[config.mk]
export PLATFORM = sky130hd
export DESIGN_NAME = resp_demux_4
export DESIGN_NICKNAME = d
export VERILOG_FILES = /design/src/rtl/resp_demux_4_pkg.sv /design/src/rtl/resp_demux_4_tag_fifo.sv /design/src/rtl/resp_demux_4.sv
export SDC_FILE = /design/constraint.sdc
export NUM_CORES = 1
export LEC_CHECK = 0
export CAP_MARGIN = 20
export CORE_MARGIN = 3
export CORE_UTILIZATION = 48
export CTS_BUF_LIST = sky130_fd_sc_hd__clkbuf_8 sky130_fd_sc_hd__clkbuf_16
export CTS_CLUSTER_DIAMETER = 120
export DETAILED_ROUTE_END_ITERATION = 6
export HOLD_SLACK_MARGIN = 0.05
export PLACE_DENSITY_LB_ADDON = 0.15
export SLEW_MARGIN = 20
export SYNTH_ARGS = -nofsm -noshare
export SYNTH_HDL_FRONTEND = slang
export SYNTH_HIERARCHICAL = 1
export SYNTH_SLANG_ARGS = --single-unit
[constraint.sdc]
create_clock -name clk -period 3.6 [get_ports clk]
set_input_delay 1.08 -clock clk [delete_from_list [all_inputs] [get_ports clk]]
set_output_delay 1.08 -clock clk [all_outputs]
set_load 0.03 [all_outputs]
[src/rtl/resp_demux_4_pkg.sv]
// Shared types and constants for the read-response demultiplexer.
// Destinations are 2-bit indices; routed responses use a one-hot strobe per destination.
package resp_demux_4_pkg;

  localparam int NUM_DEST  = 4;
  localparam int DEST_W    = 2;
  localparam int TAG_DEPTH = 4;
  localparam int PTR_W     = 2;
  localparam int CNT_W     = 3;

  typedef logic [DEST_W-1:0]   dest_t;
  typedef logic [NUM_DEST-1:0] dest_onehot_t;
  typedef logic [PTR_W-1:0]    ptr_t;
  typedef logic [CNT_W-1:0]    cnt_t;

  function automatic dest_onehot_t dest_decode(input dest_t d);
    dest_onehot_t oh;
    oh    = '0;
    oh[d] = 1'b1;
    return oh;
  endfunction

endpackage

[src/rtl/resp_demux_4_tag_fifo.sv]
// Four-entry FIFO of destination tags; the head tag names the owner of the next response.
// Pointers wrap modulo 4 and a separate occupancy count tells full from empty.
module tag_fifo
  import resp_demux_4_pkg::*;
(
  input  logic  clk,
  input  logic  reset_n,
  input  logic  push_i,
  input  dest_t push_tag_i,
  input  logic  pop_i,
  output dest_t head_tag_o,
  output logic  full_o,
  output logic  empty_o,
  output cnt_t  count_o
);

  dest_t mem_q [TAG_DEPTH];
  ptr_t  wr_ptr_q, wr_ptr_d;
  ptr_t  rd_ptr_q, rd_ptr_d;
  cnt_t  count_q, count_d;
  logic  push_ok, pop_ok;

  assign full_o     = (count_q == cnt_t'(TAG_DEPTH));
  assign empty_o    = (count_q == '0);
  assign count_o    = count_q;
  assign head_tag_o = mem_q[rd_ptr_q];

  // A push into a full queue is dropped even when a pop frees a slot this cycle,
  // and a pop from an empty queue never sees a same-cycle push.
  assign push_ok = push_i && !full_o;
  assign pop_ok  = pop_i && !empty_o;

  always_comb begin
    wr_ptr_d = wr_ptr_q;
    rd_ptr_d = rd_ptr_q;
    count_d  = count_q;
    if (push_ok) wr_ptr_d = wr_ptr_q + ptr_t'(1);
    if (pop_ok)  rd_ptr_d = rd_ptr_q + ptr_t'(1);
    case ({push_ok, pop_ok})
      2'b10:   count_d = count_q + cnt_t'(1);
      2'b01:   count_d = count_q - cnt_t'(1);
      default: count_d = count_q;
    endcase
  end

  always_ff @(posedge clk) begin
    if (!reset_n) begin
      wr_ptr_q <= '0;
      rd_ptr_q <= '0;
      count_q  <= '0;
    end else begin
      wr_ptr_q <= wr_ptr_d;
      rd_ptr_q <= rd_ptr_d;
      count_q  <= count_d;
    end
  end

  always_ff @(posedge clk) begin
    if (reset_n && push_ok) mem_q[wr_ptr_q] <= push_tag_i;
  end

endmodule

[src/rtl/resp_demux_4.sv]
// Routes in-order read responses on a shared bus back to one of four requesters.
// Outputs are registered: a response in cycle N appears on out_valid/out_data in cycle N+1.
module resp_demux_4
  import resp_demux_4_pkg::*;
#(
  parameter int BUS_WIDTH = 31
) (
  input  logic                clk,
  input  logic                reset_n,
  input  logic                req_issue,
  input  logic [DEST_W-1:0]   req_dest,
  output logic                req_stall,
  input  logic                resp_valid,
  input  logic [BUS_WIDTH:0]  resp_data,
  output logic [NUM_DEST-1:0] out_valid,
  output logic [BUS_WIDTH:0]  out_data,
  output logic [CNT_W-1:0]    pending,
  output logic                resp_orphan
);

  dest_t          head_tag;
  logic           fifo_full, fifo_empty;
  cnt_t           fifo_count;
  logic           pop;

  dest_onehot_t   out_valid_q, out_valid_d;
  logic [BUS_WIDTH:0] out_data_q, out_data_d;
  logic           orphan_q, orphan_d;

  assign pop = resp_valid && !fifo_empty;

  tag_fifo u_tag_fifo (
    .clk        (clk),
    .reset_n    (reset_n),
    .push_i     (req_issue),
    .push_tag_i (req_dest),
    .pop_i      (resp_valid),
    .head_tag_o (head_tag),
    .full_o     (fifo_full),
    .empty_o    (fifo_empty),
    .count_o    (fifo_count)
  );

  // Orphan words are dropped silently apart from the sticky flag.
  always_comb begin
    out_valid_d = '0;
    out_data_d  = out_data_q;
    orphan_d    = orphan_q || (resp_valid && fifo_empty);
    if (pop) begin
      out_valid_d = dest_decode(head_tag);
      out_data_d  = resp_data;
    end
  end

  always_ff @(posedge clk) begin
    if (!reset_n) begin
      out_valid_q <= '0;
      out_data_q  <= '0;
      orphan_q    <= 1'b0;
    end else begin
      out_valid_q <= out_valid_d;
      out_data_q  <= out_data_d;
      orphan_q    <= orphan_d;
    end
  end

  assign req_stall   = fifo_full;
  assign pending     = fifo_count;
  assign out_valid   = out_valid_q;
  assign out_data    = out_data_q;
  assign resp_orphan = orphan_q;

endmodule

==> impl_metrics.toml <==
[final_layout]
n_fill_cell = 338
n_antenna_cell = 0
drive_above_1_share_pct = 6.873
syn_to_final_growth_pct = 37.78
multiInputGateArea_um2 = 957.2
fin_nets = 334
final_core_util_pct = 70.33
seq_area_um2 = 1161

[status]
status = "completed"

[timing]
tightestPinTransition_ns = 0.5485
slew_violations = 0
period_share_pct = 81.33
finalHoldViolations = 0
relSlewSlack_pct = 63.44
holdWs_ns = 0.4593
setup_violations = 0
tns_ns = 0
rsz0062_at_grt = "false"
fin_crit_ns = 2.928
fmax_mhz = 341.6
clock_skew_ns = 0.007910

[clocking]
root_buffer = "clkbuf_8"
cts_buffers = 5
h-tree-depth = 2
clock_path_buffers = 2
cts.sinks = 54
cts_tree = "yes"
cts_hold_buf = 0
cts_setup_buffers = 0
cts.repair.resized = 0
clkTransAtPathRegs_ns = 0.09
insertion_delay_ns = 0.30

[logic_synthesis]
ys_dominant_reg_cell = "dfxtp_1"
avgSynthCellArea_um2 = 10.50
ys_ff_latch = 54
ys_seq_area_share_pct = 51.19
synth_top_area_share_pct = 40.60
synth_top_cells_by_count = "71 x nand2_1, 46 x dfxtp_1, 34 x mux2i_1"
synth_edf_count = 8
yosysUniqueCellTypes = 31
ys.warnings.count = 6
synthCells = 216
async_flop_share_pct = 0
ys_top_cells_by_area = "dfxtp_1 41%, mux2i_1 15%, nand2_1 12%"
synth_top_area_cell = "dfxtp_1"
syn_nets = 260
synth_most_common_cell = "nand2_1"
netlist_area_um2 = 2268

[routing]
first_pass_iters = 4
wl_mm = 4.227
dr_total_vias = 1683
drtAntennaViolNets = 0
viasPerCell = 4.907
first_iter_violations = 60
wl_per_cell_um = 12.32
drc = 0

[global_route]
grt_start_max_net_pins = 64
gr-usage-all-layers_pct = 15.68
grt_remaining_overflow = 0
grt_pass1_wl_mm = 6.817
first_global_vias = 1623
antenna_found_initial = 0

[pwr]
cellPowerDensity_nw_per_um2 = 678.8
switching_power_mw = 0.7564
p_int_mw = 1.365
combinationalPowerShare_pct = 42.9
irDropWorstVdd_mv = 0.4117
seq_power_share_pct = 38.6
p_clk_share_pct = 18.4
leakagePower_nw = 1.197
switching_share_pct = 35.65

[placement]
gp_congestion = 0.7725
io_buffer_count = 78
dp_hpwl_mm = 3.053

[setup_path]
crit_fanout = 5
cp-end-kind = "flop"
critical_path_class = "in2reg"
cp_data_arrival_time_ns = 3.15
required_ns = 3.83
start_kind = "input port"

[floorplan]
core_um2 = 4444
initial_core_util_pct = 51.04
die_area_um2 = 5587
die_h_um = 74.75
die_x_um = 74.75
io_pins = 79
rows = 24

[run]
drv.max_cap_violation_count = 0

[hold_path]
hold_path.class = "reg2reg"
-- cell type report --
type                            count  area share [%]
Clock inverter                      3           1.281
Inverter                            6          0.7206
Sequential cell                    54           37.15
Clock buffer                        5           2.202
Multi-Input combinational cell    142           30.62
Tap cell                           52           2.082
Timing Repair Buffer               81           25.94
-- worst paths after layout --
path / start / endpoint / slack, ns / cells past startpoint
worst max register to register: u_tag_fifo/count_o[0] / u_tag_fifo/count_o[2] / 1.48 / 8
worst min-delay path: out_data[31] / out_data[31] / 0.46 / 2
worst min register to register: out_data[31] / out_data[31] / 0.46 / 2
worst max-delay path: resp_valid / u_tag_fifo/count_o[2] / 0.67 / 8
-- metrics by stage --
step | cells | setup slack (ns) | instance area (µm²) | total power [mW]
6_report | 343 | 0.6722 | 3126 | 2.121
5_1_grt | 343 | 0.4700 | 3126 | 2.243
4_1_cts | 343 | 0.6935 | 3126 | 2.147
3_5_place_dp | 335 | 0.3899 | 3017 | 1.752
3_3_place_gp | 335 | 0.4560 | 3017 | 1.738
2_1_floorplan | 216 | 0.9630 | 2268 | 1.484
-- cells by family after synthesis --
| family | Yosys count | share of synthesized area (%) |
|---|---|---|
| muxes | 36 | 16.99 |
| xor gates and xnor gates | 2 | 0.7723 |
| AOI/OAI and AO/OA | 8 | 1.986 |
| DFF | 54 | 51.19 |
| adders and majority gates | 6 | 3.640 |
| and+or+nand+nor | 90 | 18.81 |
| buffers and inverters | 20 | 6.619 |
-- critical path, stage by stage --
cell	delay, ns
clkdlybuf4s50_1	0.55
nor2b_1	0.24
ha_1	0.22
inv_1	0.06
fa_1	0.37
xor2_1	0.17
or3_1	0.30
a21boi_0	0.17
-- routing by layer --
metal  vias to the layer above  GRT usage (%)  wire length (µm)
met5                         -              0                 0
met3                         4          4.272               248
li1                        861              -                 -
met1                       771          18.16              1870
met2                        47          27.61              2052
met4                         0          5.929                56
-- registers in the layout, summed over array words and instances (netlist names), named ones only --
| signal | flops |
|---|---|
| u_tag_fifo/wr_ptr_q | 2 |
| u_tag_fifo/mem_q | 8 |
| u_tag_fifo/rd_ptr_q | 2 |
| u_tag_fifo/count_o | 3 |
| out_valid | 4 |
| out_data | 32 |
| resp_orphan | 1 |
-- power by group through the flow --
stage               Sequential [mW]  Combinational [mW]  Clock (mW)
floorplan                      1.04               0.445           0
global placement              0.831               0.906           0
detailed placement            0.837               0.916           0
CTS                           0.822               0.920       0.405
global route                  0.838               0.981       0.423
finish                        0.820               0.911       0.391
-- layout by cell type, fill, tap and decap left out, types with 2 or more instances in the layout --
master / count
mux4_2: 2
clkinv_2: 2
clkbuf_8: 5
nor2b_1: 3
and2_1: 2
or3_1: 2
dfxtp_1: 46
and3_1: 4
clkdlybuf4s50_1: 77
inv_1: 6
buf_4: 2
ha_1: 5
o21ai_0: 5
edfxtp_1: 8
nand2_1: 71
mux2i_1: 34
No activity file was read; power rests on OpenSTA's default activity.
